--- src/rtl/escalonador_tx.sv ---
// Round-robin scheduler: grants one of N_REQ requesters and serialises its
// 10-bit frame (start 0, dado[0..3], instrucao[0..3], stop 1) on one line.
module escalonador_tx #(
  parameter int N_REQ        = 4,
  parameter int CLKS_PER_BIT = 1,
  localparam int IW = (N_REQ > 1) ? $clog2(N_REQ) : 1,
  localparam int TW = (CLKS_PER_BIT > 1) ? $clog2(CLKS_PER_BIT) : 1
) (
  input  logic               clock,
  input  logic               reset_n,
  input  logic [N_REQ-1:0]   req,
  input  logic [4*N_REQ-1:0] dado_in,
  input  logic [4*N_REQ-1:0] instrucao_in,
  output logic [N_REQ-1:0]   grant,
  output logic [IW-1:0]      origem,
  output logic               busy,
  output logic               out
);

  typedef enum logic [2:0] {IDLE, START, DATA, INSTR, STOP} state_t;

  state_t           state_q, state_d;
  logic [IW-1:0]    ptr_q, ptr_d;
  logic [3:0]       bit_q, bit_d;
  logic [TW-1:0]    tick_q, tick_d;
  logic [3:0]       a_q, a_d, b_q, b_d;
  logic [N_REQ-1:0] grant_q, grant_d;
  logic [IW-1:0]    origem_q, origem_d;
  logic             busy_q, busy_d;
  logic             out_q, out_d;

  logic [IW-1:0]    win;
  logic             found;
  logic [IW:0]      idx_sum;
  logic [IW:0]      ptr_sum;
  logic [IW-1:0]    ptr_nxt;
  logic [3:0]       sel_a, sel_b;
  logic [3:0]       nxt_bit;

  function automatic logic frame_bit(input logic [3:0] n, input logic [3:0] a,
                                     input logic [3:0] b);
    logic [9:0] fr;
    fr = {1'b1, b, a, 1'b0};
    return (n <= 4'd9) ? fr[n] : 1'b1;
  endfunction

  // Search from ptr upwards; iterating the offsets downwards lets the
  // smallest offset with a pending request overwrite the others.
  always_comb begin
    win     = '0;
    found   = 1'b0;
    idx_sum = '0;
    for (int k = N_REQ - 1; k >= 0; k--) begin
      idx_sum = {1'b0, ptr_q} + (IW+1)'(k);
      if (idx_sum >= (IW+1)'(N_REQ)) idx_sum = idx_sum - (IW+1)'(N_REQ);
      if (req[idx_sum[IW-1:0]]) begin
        win   = idx_sum[IW-1:0];
        found = 1'b1;
      end
    end
  end

  always_comb begin
    ptr_sum = {1'b0, win} + (IW+1)'(1);
    if (ptr_sum >= (IW+1)'(N_REQ)) ptr_sum = '0;
    ptr_nxt = ptr_sum[IW-1:0];
    sel_a   = '0;
    sel_b   = '0;
    for (int i = 0; i < N_REQ; i++) begin
      if (win == IW'(i)) begin
        sel_a = dado_in[4*i +: 4];
        sel_b = instrucao_in[4*i +: 4];
      end
    end
  end

  always_comb begin
    state_d  = state_q;
    ptr_d    = ptr_q;
    bit_d    = bit_q;
    tick_d   = tick_q;
    a_d      = a_q;
    b_d      = b_q;
    grant_d  = '0;
    origem_d = origem_q;
    busy_d   = busy_q;
    out_d    = out_q;
    nxt_bit  = bit_q + 4'd1;
    case (state_q)
      IDLE: begin
        out_d  = 1'b1;
        busy_d = 1'b0;
        if (found) begin
          state_d  = START;
          a_d      = sel_a;
          b_d      = sel_b;
          origem_d = win;
          grant_d  = {{(N_REQ-1){1'b0}}, 1'b1} << win;
          ptr_d    = ptr_nxt;
          bit_d    = '0;
          tick_d   = '0;
          busy_d   = 1'b1;
          out_d    = 1'b0;
        end
      end
      default: begin
        if (tick_q == TW'(CLKS_PER_BIT - 1)) begin
          tick_d = '0;
          if (bit_q == 4'd9) begin
            // Stop bit done: line returns to idle for at least one cycle.
            state_d = IDLE;
            bit_d   = '0;
            busy_d  = 1'b0;
            out_d   = 1'b1;
          end else begin
            bit_d = nxt_bit;
            out_d = frame_bit(nxt_bit, a_q, b_q);
            if (nxt_bit <= 4'd4)      state_d = DATA;
            else if (nxt_bit <= 4'd8) state_d = INSTR;
            else                      state_d = STOP;
          end
        end else begin
          tick_d = tick_q + 1'b1;
        end
      end
    endcase
  end

  always_ff @(posedge clock or negedge reset_n) begin
    if (!reset_n) begin
      state_q  <= IDLE;
      ptr_q    <= '0;
      bit_q    <= '0;
      tick_q   <= '0;
      a_q      <= '0;
      b_q      <= '0;
      grant_q  <= '0;
      origem_q <= '0;
      busy_q   <= 1'b0;
      out_q    <= 1'b1;
    end else begin
      state_q  <= state_d;
      ptr_q    <= ptr_d;
      bit_q    <= bit_d;
      tick_q   <= tick_d;
      a_q      <= a_d;
      b_q      <= b_d;
      grant_q  <= grant_d;
      origem_q <= origem_d;
      busy_q   <= busy_d;
      out_q    <= out_d;
    end
  end

  assign grant  = grant_q;
  assign origem = origem_q;
  assign busy   = busy_q;
  assign out    = out_q;

endmodule
--- config.mk ---
export PLATFORM = sky130hd
export DESIGN_NAME = escalonador_tx
export DESIGN_NICKNAME = d
export VERILOG_FILES = /design/src/rtl/escalonador_tx.sv
export SDC_FILE = /design/constraint.sdc
export NUM_CORES = 1
export LEC_CHECK = 0
export ABC_AREA = 1
export BUFFER_PORTS_ARGS = -buffer_cell sky130_fd_sc_hd__buf_2
export CAP_MARGIN = 20
export CORE_UTILIZATION = 52
export CTS_CLUSTER_DIAMETER = 60
export DETAILED_ROUTE_END_ITERATION = 10
export MAX_ROUTING_LAYER = met4
export PLACE_DENSITY = 0.9
export SYNTH_ARGS = -nofsm -noshare
export SYNTH_HDL_FRONTEND = slang
export SYNTH_SLANG_ARGS = --single-unit
--- constraint.sdc ---
create_clock -name clock -period 3.2 [get_ports clock]
set_input_delay 0.64 -clock clock [delete_from_list [all_inputs] [get_ports clock]]
set_output_delay 0.64 -clock clock [all_outputs]
set_load 0.03 [all_outputs]
# [After elaboration in Yosys (flattened, before gate mapping)]
# Cells that the tools add are included.
[word_totals] reg_bits=26 inputBits=38 output_inout_bits=8 elab_cells=101
[op_classes] n_addsub=10 magnitude_cmp=13 n_eq_ne=6 n_shift=1 n_mux=55 n_reduce_logical=6
[op_table] cell="4-bit two-way mux" count=14
[op_table] cell="1-bit two-way mux" count=21
[op_table] cell="2-bit two-way mux" count=9
[op_table] cell="3-bit two-way mux" count=6
[op_table] cell="3-bit greater-or-equal comparator, second input constant" count=4
[op_table] cell="2-bit by 3-bit less-than comparator with 1-bit output, second input constant" count=4
[op_table] cell="1-bit binary-select mux with 2-bit select" count=4
[op_table] cell="4-bit <= comparator, second input constant" count=2
[op_table] cell="2-bit by 1-bit subtractor with 2-bit output, second input constant" count=4
[op_table] cell="2-bit by 1-bit adder with 3-bit output, second input constant" count=2
[op_table] cell="2-bit by 2-bit adder with 3-bit output, second input constant" count=2
[op_table] cell="2-bit AND reduction" count=3
[op_table] cell="4-bit by 5-bit less-than comparator with 1-bit output, second input constant" count=1
[op_table] cell="4-bit by 1-bit adder with 4-bit output, second input constant" count=1
[op_table] cell="1-bit binary-select mux with 4-bit select" count=1
[op_table] cell="2-bit == test, second input constant" count=2
[op_table] cell="4-bit == test, second input constant" count=1
[op_table] cell="4-bit by 3-bit <= comparator with 1-bit output, second input constant" count=1
[op_table] cell="1-bit by 2-bit << shifter with 4-bit output, first input constant" count=1
[op_table] cell="2-bit by 3-bit greater-or-equal comparator with 1-bit output, second input constant" count=1
[op_table] cell="3-bit logical NOT" count=1
[op_table] cell="2-bit by 1-bit == test with 1-bit output, second input constant" count=1
[op_table] cell="2-bit logical NOT" count=1
[op_table] cell="2-bit by 1-bit inequality test with 1-bit output, second input constant" count=1
[op_table] cell="3 further kinds" count=3

# [Depth between registers and ports, before layout]
# Gate-level depths: netlist (run 1).
[depth] word_depth=14 mapped_depth=19 mapped_depth_nobuf=18

# [Least setup slack after synthesis (run 1)]
# No wires, ideal clock.
[synth_path] path_kind="input port to flip-flop" start="in req[1]" end="reg a_q[0]" setup_ns=0.074 t_arrival_ns=2.334 required_ns=3.126 setup_slack_ns=0.792 stages=15 path_buffers=1 cell_sequence="inv_1 -> nand2_1 -> nand2_1 -> nor2_1 -> nor2_1 -> nor2_1 -> o21ai_1 -> inv_1 -> ha_1 -> buf_2 -> nor2_1 -> nand2_1 -> a21oi_1 -> mux2i_1 -> o21ai_2"
[synth_via] elab_chain_len=11 word_cells_on_any_way=25 classes_between="eq/ne (3); mux (20); reduce/logical (2)"
[synth_rtl] element="start: declaration" line="11" source="input logic [N_REQ-1:0] req,"
[synth_rtl] element="1-bit binary-select mux with 2-bit select" line="56" source="if (req[idx_sum[IW-1:0]]) begin"
[synth_rtl] element="1-bit two-way mux (implied by the code)" line="56"
[synth_rtl] element="2-bit two-way mux (3 in series)" line="56"
[synth_rtl] element="2-bit two-way mux *" line="56"
[synth_rtl] element="via win[1]" line="32" source="logic [IW-1:0] win;"
[synth_rtl] element="2-bit logical NOT" line="70" source="if (win == IW'(i)) begin"
[synth_rtl] element="4-bit two-way mux (3 in series)" line="70"
[synth_rtl] element="4-bit two-way mux *" line="70"
[synth_rtl] element="end signal: assignment" line="135" source="a_q <= '0;"
[synth_rtl] element="end signal: assignment" line="146" source="a_q <= a_d;"
[synth_rtl] element="end: declaration" line="26" source="logic [3:0] a_q, a_d, b_q, b_d;"
# Mark *: on every way through the listed nets, which the timed path passes. The rest lies on a longest branch. The select of a mux whose other input is x is not followed.
# A chain may end at the register's enable or synchronous reset.

# [Final worst setup path (run 1)]
[layout_path] start="reg ptr_q[0]" end="reg b_q[0]"
[layout_via] elab_chain_len=14 word_cells_on_any_way=40 classes_between="add/sub (7); order compare (4); eq/ne (3); mux (24); reduce/logical (2)"
[layout_rtl] element="start: declaration" line="23" source="logic [IW-1:0] ptr_q, ptr_d;"
[layout_rtl] element="start signal: assignment" line="143" source="ptr_q <= ptr_d;"
[layout_rtl] element="2-bit by 2-bit adder with 3-bit output" line="54" source="idx_sum = {1'b0, ptr_q} + (IW+1)'(k);"
[layout_rtl] element="3-bit greater-or-equal comparator or 2-bit by 1-bit subtractor with 2-bit output (tied branches)" line="55" source="if (idx_sum >= (IW+1)'(N_REQ)) idx_sum = idx_sum - (IW+1)'(N_REQ);"
[layout_rtl] element="2-bit two-way mux" line="55"
[layout_rtl] element="1-bit binary-select mux with 2-bit select" line="56"
[layout_rtl] element="1-bit two-way mux (implied by the code)" line="56"
[layout_rtl] element="2-bit two-way mux (3 in series)" line="56"
[layout_rtl] element="2-bit two-way mux *" line="56"
[layout_rtl] element="via win[1]" line="32"
[layout_rtl] element="2-bit logical NOT" line="70"
[layout_rtl] element="4-bit two-way mux (3 in series)" line="70"
[layout_rtl] element="4-bit two-way mux *" line="70"
[layout_rtl] element="end signal: assignment" line="136" source="b_q <= '0;"
[layout_rtl] element="end signal: assignment" line="147" source="b_q <= b_d;"
[layout_rtl] element="end: declaration" line="26"
# Marked as above.

==> metrics.md, run 1 <==
| Metric | Value |
|---|---|
| Mapped cell area | `1690 um^2` |
| Top cell family by delay on the critical path | `simple AND/OR/NAND/NOR gates` |
| Synth top area share | `between 30% and 40%` |
| Iter 0 DRT Violations | `37` |
| FILL cells | `between 200 and 300` |
| Fin crit share | `between 80% and 90%` |
| Critical R2R Capture | `b_q[0]` |
| CTS HTree Levels | `1` |
| PnR Total Power | `about 2400 uW` |
| Clk slew on worst S/H paths | `roughly 140 ps` |
| DIE HEIGHT | `59.0 um` |
| Crit path kind | `flop to flop` |
| Worst min-delay path class | `primary input to asynchronous set/reset pin` |
| TritonCTS clock tree | `done` |
| Maxcap violations | `0` |
| Tightest Pin Transition | `around 530 ps` |
| Post-synth top flop | `dfrtp_1` |
| Clk Latency, worst-skew pair | `roughly 310 ps` |
| Root buf cell | `clkbuf_4` |
| Gr busiest metal | `met2` |
| Buffering stage count on the worst path with inverters included | `2` |
| Drc violations | `0` |
| Maximum vdd drop | `a little over 900 uV` |
| FF-to-FF setup slack | `440 ps` |
| Grt total ovfl | `0` |
| Largest net degree at the start of global routing | `27` |
| Vias per cell | `4.98` |
| Area leader, netlist | `dfrtp_1` |
| Fmax | `approximately 360 MHz` |
| Leakage power | `0.00104 uW` |
| R2R depth | `14` |
| Cts bufs inserted | `3` |
| Fin nets | `between 300 and 400` |
| Yosys warnings | `0` |
| Minimum clock period | `roughly 2800 ps` |
| Drt total wl | `about 3200 um` |
| Setup violators final | `0` |
| Clk buf depth | `2` |
| Final setup TNS | `0 ps` |
| ANT cells | `0` |
| Critical path cell sequence | `inv_6, nand2_2, nand2_1, nand2_1, nor2_1, nor2_1, o21ai_1, inv_1, ha_1, nor2_1, nand2_1, a21oi_1, mux2i_1, o21ai_1` |
| CTS resizes | `0` |
| Unrepaired setup endpoints after global routing | `no` |
| Synth Instances | `223` |
| Post-CTS Hold Buffers | `0` |
| Cell Pwr Density | `between 1000 and 1500 nW/um^2` |
| First-pass GRT wire length | `~5800 um` |
| Syn_area_per_cell | `approximately 7.6 um^2` |
| Worst setup SP type | `flop` |
| Post-Synthesis Net Count | `~270` |
| Initial antenna violation count | `0` |
| Pre-antenna DRT Iters | `4` |
| WP depth | `14` |
| Final Skew | `1.48 ps` |
| Synth unique cells | `31` |
| Wire per inst | `~10 um` |
| M3 GR Usage | `slightly above 3%` |
| Port Buffers | `45` |
| CP Data Arrival Time | `around 3000 ps` |
| Worst slew margin | `64.4%` |
| Async S/R FF share, synth | `100%` |
| Layout cells sized above 1 | `27.5%` |
| Req. time, crit path | `between 3000 and 4000 ps` |
| Global routing usage on met2 | `a little under two fifths` |
| Crit-path max cell delay | `about 540 ps` |
| Critical Path End Type | `flop` |
| Initial core utilization | `between 50% and 60%` |
| Row count | `20` |
| Flops & latches, synth | `25` |
| Final hold violations | `0` |
| Antenna Nets Post-Route | `0` |
| Top cells by count, synth | `58 x nand2_1, 25 x nor2_1, 24 x dfrtp_1, 19 x a21oi_1, 18 x inv_1` |
| Count leader, synth | `nand2_1` |
| EDFF count, synth | `0` |
| Status | `finished, final reports clean` |
| GRT Overall Usage | `around 22%` |
| Met1 Usage GRT | `about a quarter` |
| Worst R2R Start | `ptr_q[0]` |
| Post-synthesis sequential area ratio | `between 30% and 40%` |
| Crit path max-delay cell type | `dfrtp_1` |
| DIE AREA | `3480 um^2` |
| Synth top area cells | `dfrtp_1 36%, nand2_1 13%, ha_1 5.9%` |
| Vias in the first global route | `roughly 1500` |
| Core Area | `around 3000 um^2` |
| Die width | `59.0 um` |
| Vias post-DR | `~1500` |
| DPL Wire Length | `approximately 2600 um` |
| Fin. max-slew vios | `0` |
| Layout Area Growth over Synthesis | `14.7%` |
| Global placer's final weighted congestion | `approximately 0.97` |
| I/O Pins | `46` |
| Max FO, Critical Path | `10` |
| Post-CTS Setup Inserts | `0` |
| Clock sinks | `25` |
==> sequential cells by signal, summed over array words and instances, names as in the netlist <==
signal and flops:
a_q 4, b_q 4, bit_q 4, grant 4, state_q 3, origem 2
ptr_q 2, busy 1, out 1
==> logic make-up after synthesis <==
logic type / after synthesis / share of synthesized area, %
fa+ha+maj: 8 / 5.92
simple gates: 111 / 29.8
buf+inv: 29 / 8.73
xor+xnor: 2 / 1.04
compound gates: 40 / 12.7
mux: 8 / 4.74
flops: 25 / 37.1
==> where the power goes <==
group          internal, uW  switching, uW
logic                   599           1050
registers               467            116
clock network          46.7           93.3
==> through the flow <==
stage               instance area (um^2)  setup slack, ps  util (%)  cells  hold slack, ps
global placement                    1910              498      62.1    305             461
CTS                                 1940              454      63.0    309             293
floorplan                           1690              792         -    223             344
finish                              1940              437      63.0    309             284
detailed placement                  1910              322      62.1    305             465
global route                        1940             69.5      63.0    309             308
==> how the worst max path moves through the flow <==
| stage | from | to | slack, ps |
|---|---|---|---|
| floorplan | req[1] | a_q[0] | 790 |
| global placement | req[1] | a_q[2] | 500 |
| detailed placement | req[1] | a_q[1] | 320 |
| CTS | ptr_q[0] | a_q[1] | 450 |
| global route | ptr_q[0] | a_q[1] | 70 |
| finish | ptr_q[0] | b_q[0] | 440 |
==> metal layers <==
metal  share of wire [%]  vias up
li1                    -      795
met1                  45      679
met2                  48       58
met3                 5.0        6
met4                 1.4        0
met5                   0        -
==> cell type report <==
type	instances	area, um^2	area share, %
Clock inverter	1	5.00	0.258
Inverter	22	87.6	4.52
Clock buffer	3	22.5	1.16
Sequential cell	25	627	32.3
Tap cell	44	55.1	2.84
Timing Repair Buffer	45	225	11.6
Multi-Input combinational cell	169	916	47.3
==> layout by cell type (no fill, tap or decap), types with 2 or more instances in the layout <==
cell type	Yosys	final
o21ai_2	3	3
o21ai_0	9	9
nor2_1	25	25
dfrtp_1	24	24
buf_2	3	45
nand3_1	9	9
nand2_1	58	58
a21oi_1	19	19
mux2i_1	8	8
inv_2	2	2
inv_1	18	18
ha_1	8	8
nand2_2	12	12
clkbuf_4	0	3
o21ai_1	7	7
Note: power is estimated with default switching activity, not from simulation.
==> inputs of run 2 (changes only) <==
Settings changed: ABC_AREA 1 to 0, CORE_ASPECT_RATIO set to 0.75, CORE_UTILIZATION 52 to 51.
==> metrics.md, run 2 <==
| Metric | Value |
|---|---|
| Status | `finished, final reports clean` |
| Fin. max-slew vios | `0 (unchanged)` |
| Post-Synthesis Net Count | `215 (-20%)` |
| Synth top area share | `39.3% (+3.8 points)` |
| Tightest Pin Transition | `670 ps (+136 ps)` |
| Layout cells sized above 1 | `28.8% (+1.3 points)` |
| Internal power | `951 uW (-15%)` |
| Placement Cell Area | `1740 um^2 (-8.9%)` |
| Initial antenna violation count | `0 (unchanged)` |
| Fmax | `383 MHz (+5.9%)` |
| Critical R2R Capture | `b_q[3]` |
| Buffering stage count on the worst path with inverters included | `1 (-1)` |
| Mapped cell area | `1530 um^2 (-9.7%)` |
| Post-synthesis sequential area ratio | `41.1% (+4.0 points)` |
| Row count | `16 (-20%)` |
| TritonCTS clock tree | `done` |
| GRT Overall Usage | `23.8% (+1.6 points)` |
| Crit path top cell by count | `a21oi_1` |
| Setup violators final | `0 (unchanged)` |
| FILL cells | `231 (-10%)` |
| Die width | `65.2 um (+10%)` |
| Switching share of power | `44.7% (-8.4 points)` |
| Async S/R FF share, synth | `100% (unchanged)` |
| Post-CTS Hold Buffers | `0 (unchanged)` |
| Vias per cell | `5.74 (+15%)` |
| Initial core utilization | `56.1% (+1.1 points)` |
| Pre-antenna DRT Iters | `4 (unchanged)` |
| Clk buf depth | `2 (unchanged)` |
| Req. time, crit path | `3360 ps (-90 ps)` |
| Worst setup SP type | `primary input` |
| Most frequent cells in the layout | `45 x buf_2, 24 x dfrtp_1, 19 x a21oi_1` |
| Crit path max-delay cell type | `a211oi_1` |
| Crit-path max cell delay | `580 ps (+40 ps)` |
| R2R depth | `8 (-6)` |
| Clk pwr share | `11.2% (+5.3 points)` |
| Leakage power | `0.000930 uW (-10%)` |
| Synth top area cells | `dfrtp_1 39%, ha_1 6.6%, a21oi_1 6.2%` |
| Area leader, netlist | `dfrtp_1` |
| Grt total ovfl | `0 (unchanged)` |
| CTS HTree Levels | `1 (unchanged)` |
| Post-CTS Setup Inserts | `0 (unchanged)` |
| Post-synth top flop | `dfrtp_1` |
| DPL Wire Length | `2550 um (-1.8%)` |
| Top cell family by delay on the critical path | `compound AO/OA/AOI/OAI gates` |
| First-pass GRT wire length | `5730 um (-1.5%)` |
| Worst R2R Start | `ptr_q[0]` |
| I/O Pins | `46 (unchanged)` |
| Worst min-delay path class | `primary input to asynchronous set/reset pin` |
| Cts bufs inserted | `3 (unchanged)` |
| Crit path kind | `primary input to flop` |
| Critical path cell sequence | `buf_2, or2b_1, a21oi_1, a211oi_1, ha_1, nor2b_1, a221oi_1, a211o_1, a21oi_1` |
| Post-Layout Cell Count | `244 (-21%)` |
| Final setup TNS | `0 ps (unchanged)` |
| Critical Path End Type | `flop` |
| Iter 0 DRT Violations | `136 (+270%)` |
| Vias post-DR | `1401 (-8.9%)` |
| Clk slew on worst S/H paths | `90 ps (-50 ps)` |
| Worst slew margin | `55.1% (-9.4 points)` |
| EDFF count, synth | `0 (unchanged)` |
| Final hold violations | `0 (unchanged)` |
| Root buf cell | `clkbuf_8` |
| Dpl cells | `240 (-21%)` |
| Gate power share | `55.4% (-14 points)` |
| Fin area | `1790 um^2 (-7.7%)` |
| ANT cells | `0 (unchanged)` |
| Drc violations | `0 (unchanged)` |
| Count leader, synth | `dfrtp_1` |
| Final Skew | `6.29 ps (+4.81 ps)` |
| Synth Instances | `169 (-24%)` |
| Cell Pwr Density | `960 nW/um^2 (-21%)` |
| Antenna Nets Post-Route | `0 (unchanged)` |
| FF-to-FF setup slack | `670 ps (+230 ps)` |
| Flops & latches, synth | `25 (unchanged)` |
| Wire per inst | `14.1 um (+34%)` |
| Synth unique cells | `36 (+16%)` |
| Register share of total power | `33.4% (+8.8 points)` |
| Syn_area_per_cell | `9.03 um^2 (+19%)` |
| Unrepaired setup endpoints after global routing | `no` |
| Port Buffers | `45 (unchanged)` |
| Top cells by count, synth | `24 x dfrtp_1, 19 x a21oi_1, 16 x inv_1, 14 x nor2_1, 10 x nand2_1` |
| DIE HEIGHT | `49.4 um (-16%)` |
| CP Data Arrival Time | `2770 ps (-240 ps)` |
| Yosys warnings | `0 (unchanged)` |
| Layout Area Growth over Synthesis | `17.2%` |
| Fin nets | `255 (-18%)` |
| Maximum vdd drop | `435 uV (-52%)` |
| Largest net degree at the start of global routing | `26 (-3.7%)` |
| Vias in the first global route | `1264 (-14%)` |
| Maxcap violations | `0 (unchanged)` |
| Max FO, Critical Path | `12 (+2)` |
| Fin crit share | `81.5% (-4.8 points)` |
| Fin util | `65.7% (+2.7 points)` |
| Clk Latency, worst-skew pair | `280 ps (-30 ps)` |
| Minimum clock period | `2610 ps (-154 ps)` |
| Core Area | `2720 um^2 (-12%)` |
| Drt total wl | `3430 um (+5.9%)` |
| Most common cell after layout, fill and taps aside | `buf_2` |
| Sw power | `767 uW (-39%)` |
| Global placer's final weighted congestion | `0.844 (-13%)` |
| CTS resizes | `0 (unchanged)` |
| Clock sinks | `25 (unchanged)` |
| DIE AREA | `3220 um^2 (-7.6%)` |
-- run 2: cell count changes after synthesis, moves of 4 or more --
| cell | before | now |
|---|---|---|
| o21ai_1 | 7 | 1 |
| a221oi_1 | 0 | 8 |
| and3_2 | 0 | 4 |
| nand2_1 | 58 | 10 |
| clkbuf_1 | 0 | 7 |
| nor2b_1 | 0 | 4 |
| a211o_1 | 0 | 8 |
| nor2_1 | 25 | 14 |
| mux2i_1 | 8 | 4 |
| nand2_2 | 12 | 1 |
-- run 2: cells by family after synthesis --
family	share of synthesized area, %
AND/OR/NAND/NOR	17.3
XOR/XNOR	1.72
adder cells (fa/ha/maj)	6.56
AO/OA/AOI/OAI	22.4
multiplexers	3.36
flip-flops	41.1
buffers and inverters	7.62
-- run 2: per-layer routing --
metal / share of wire (%) / global-route usage [%]
met2: 46 / 36.3
met5: 0 / -
met1: 46 / 31.6
met3: 6.2 / 5.61
met4: 1.1 / 6.52
-- run 2: area by class of cell --
cell class	count	area [um^2]	area share, %
tap	36	45.0	2.52
clock buffer	3	41.3	2.31
timing repair buffer	45	225	12.6
multi-input combinational	118	783	43.8
clock inverter	1	7.51	0.420
inverter	16	60.1	3.36
sequential	25	627	35.0
-- run 2: worst max path at each step --
stage                     startpoint      to  depth (start not counted)
after CTS                     req[2]  a_q[3]                          9
after global placement        req[2]  b_q[2]                          9
after detailed placement      req[2]  a_q[3]                          9
after floorplan               req[2]  a_q[3]                          9
final                         req[2]  b_q[3]                          9
after global routing          req[2]  b_q[1]                          9
-- run 2: power by group through the flow --
stage / Sequential [uW] / Clock [uW] / Combinational (uW)
after global placement: 569 / 0 / 916
after detailed placement: 578 / 0 / 943
after floorplan: 612 / 0 / 707
after global routing: 592 / 212 / 1060
final: 573 / 193 / 952
after CTS: 572 / 199 / 949
-- run 2: stage by stage --
step / hold slack [ps] / worst slack [ps] / power (uW)
floorplan: 344 / 753 / 1320
global placement: 457 / 519 / 1490
detailed placement: 478 / 346 / 1520
CTS: 353 / 652 / 1720
global route: 375 / 398 / 1860
finish: 338 / 592 / 1720
==> inputs of run 3 (changes only) <==
Settings changed: CORE_UTILIZATION 51 to 46, PLACE_DENSITY 0.9 to 0.86.
Clock period 3.2 ns to 2.25 ns, I/O delays scaled along.
==> metrics.md, run 3 (synthesized netlist as in run 2, its figures left out) <==
| Metric | Value |
|---|---|
| R2R depth | `8 (unchanged)` |
| Grt total ovfl | `0 (unchanged)` |
| Global placer's final weighted congestion | `0.905 (+7.2%)` |
| Drt total wl | `3530 um (+2.8%)` |
| Vias post-DR | `1360 (-2.9%)` |
| Crit path kind | `flop to flop` |
| TritonCTS clock tree | `done` |
| Post-CTS Setup Inserts | `0 (unchanged)` |
| Worst min-delay path class | `primary input to asynchronous set/reset pin` |
| Initial antenna violation count | `0 (unchanged)` |
| Leakage power | `0.000956 uW (+2.8%)` |
| Fin crit share | `between 90 and 100%` |
| Clk buf depth | `2 (unchanged)` |
| Root buf cell | `clkbuf_8` |
| ANT cells | `0 (unchanged)` |
| Cell Pwr Density | `1370 nW/um^2 (+43%)` |
| Final Skew | `5.87 ps (-0.419 ps)` |
| First-pass GRT wire length | `5950 um (+4.0%)` |
| Routed wl met2 | `1660 um (+4.7%)` |
| Core Area | `3040 um^2 (+12%)` |
| Vias per cell | `5.44 (-5.3%)` |
| GRT Overall Usage | `23.4% (-0.43 points)` |
| Iter 0 DRT Violations | `85 (-38%)` |
| CTS HTree Levels | `1 (unchanged)` |
| Maximum vdd drop | `536 uV (+23%)` |
| Routed length on met1 | `1700 um (+6.8%)` |
| Status | `finished, final reports clean` |
| Antenna Nets Post-Route | `0 (unchanged)` |
| Setup violators final | `0 (unchanged)` |
| DR top layer | `met4` |
| Layout cells sized above 1 | `32.5% (+3.7 points)` |
| Max FO, Critical Path | `6 (-6)` |
| DIE AREA | `3560 um^2 (+10%)` |
| Final setup TNS | `0 ps (unchanged)` |
| Flip-flop and latch area | `627 um^2 (unchanged)` |
| Wire length on met3 | `152 um (-29%)` |
| Wire per inst | `14.1 um (+0.36%)` |
| FILL cells | `289 (+25%)` |
| Fin. max-slew vios | `0 (unchanged)` |
| Most frequent cells in the layout | `45 x buf_2, 24 x dfrtp_1, 19 x a21oi_1` |
| Drc violations | `0 (unchanged)` |
| DPL Wire Length | `2610 um (+2.4%)` |
| Worst slew margin | `61.0% (+6.0 points)` |
| Area occupied by multi-input gates | `802 um^2 (+2.4%)` |
| Cts bufs inserted | `3 (unchanged)` |
| Fin nets | `259 (+1.6%)` |
| Clk slew on worst S/H paths | `90 ps (about the same)` |
| Worst setup SP type | `flop` |
| Fmax | `484 MHz` |
| PnR Total Power | `2520 uW (+46%)` |
| Row count | `17 (+1)` |
| Die width | `68.5 um (+5.1%)` |
| CP Data Arrival Time | `2260 ps (-510 ps)` |
| Most common cell after layout, fill and taps aside | `buf_2` |
| Critical Path End Type | `flop` |
| Maxcap violations | `0 (unchanged)` |
| Unrepaired setup endpoints after global routing | `no` |
| Crit path max-delay cell type | `dfrtp_1` |
| Critical path cell sequence | `nand2b_1, nor2b_1, o22ai_2, ha_1, nor2b_2, a221oi_1, a211o_1, a21oi_1` |
| I/O Pins | `46 (unchanged)` |
| Vias in the first global route | `1353 (+7.0%)` |
| Final hold violations | `0 (unchanged)` |
| Req. time, crit path | `2450 ps (-910 ps)` |
| Tightest Pin Transition | `580 ps (-90.2 ps)` |
| Clock sinks | `25 (unchanged)` |
| Clk Latency, worst-skew pair | `270 ps (about the same)` |
| Crit-path max cell delay | `420 ps (-160 ps)` |
| Layout Area Growth over Synthesis | `20.4%` |
| Largest net degree at the start of global routing | `26 (unchanged)` |
| Minimum clock period | `between 2000 and 2500 ps` |
| Initial core utilization | `50.2% (-5.9 points)` |
| DIE HEIGHT | `51.9 um (+5.1%)` |
| Fin util | `60.4% (-5.3 points)` |
| Post-CTS Hold Buffers | `0 (unchanged)` |
| Port Buffers | `45 (unchanged)` |
| Pre-antenna DRT Iters | `4 (unchanged)` |
-- run 3: cell count changes in the layout (fill, tap and decap cells not counted) --
cell and change:
ha_2 +2, clkinv_2 +1, clkinvlp_4 -1, buf_4 +4, ha_1 -2, o22ai_2 +1
a211oi_2 +1, nor2b_1 -1, o22ai_1 -1, nor2b_2 +1, a211oi_1 -1
-- run 3: per-layer routing --
| layer | vias to the layer above | global-route usage, % |
|---|---|---|
| met2 | 36 | 37.1 |
| li1 | 680 | - |
| met5 | - | - |
| met4 | 0 | 3.13 |
| met3 | 2 | 5.26 |
| met1 | 642 | 31.2 |
-- run 3: power by group --
group,total [uW],switching (uW),internal (uW)
Clock,263,140,124
Combinational,1440,826,610
Sequential,817,155,663
Total,2520,1120,1400
-- run 3: repair_timing --
action,in CTS,in global routing
hold endpoints to repair,0,0
resized for setup,1,3
endpoints found under the setup margin,6,8
-- run 3: area by class of cell --
type	count	share of cell area [%]
Clock inverter	1	0.272
Timing Repair Buffer	49	13.9
Tap cell	38	2.59
Inverter	16	3.27
Sequential cell	25	34.1
Multi-Input combinational cell	118	43.6
Clock buffer	3	2.25
-- run 3: critical path: cells and delay by family (launching register included) --
| kind | cells | cell delay (ps) |
|---|---|---|
| simple gates | 3 | 610 |
| fa+ha+maj | 1 | 210 |
| compound gates | 4 | 760 |
| flops | 1 | 420 |
-- run 3: path summary, 6_finish.rpt --
check                             to        startpoint  slack, ps
setup / recovery              b_q[3]          ptr_q[0]        180
max in group asynchronous        out           reset_n       1720
setup reg to reg              b_q[3]          ptr_q[0]        180
hold / removal              bit_q[0]           reset_n        160
hold reg to reg            origem[0]         origem[0]        500
min in group clock            b_q[2]  instrucao_in[14]        480
-- run 3: metrics by stage --
stage	cell area, um^2	setup WS, ps	cells	hold WS (ps)
floorplan	1530	88.3	169	154
detailed placement	1780	-143	246	470
CTS	1830	39.0	250	174
global route	1840	67.7	250	193
global placement	1780	-61.5	246	464
finish	1840	183	250	162
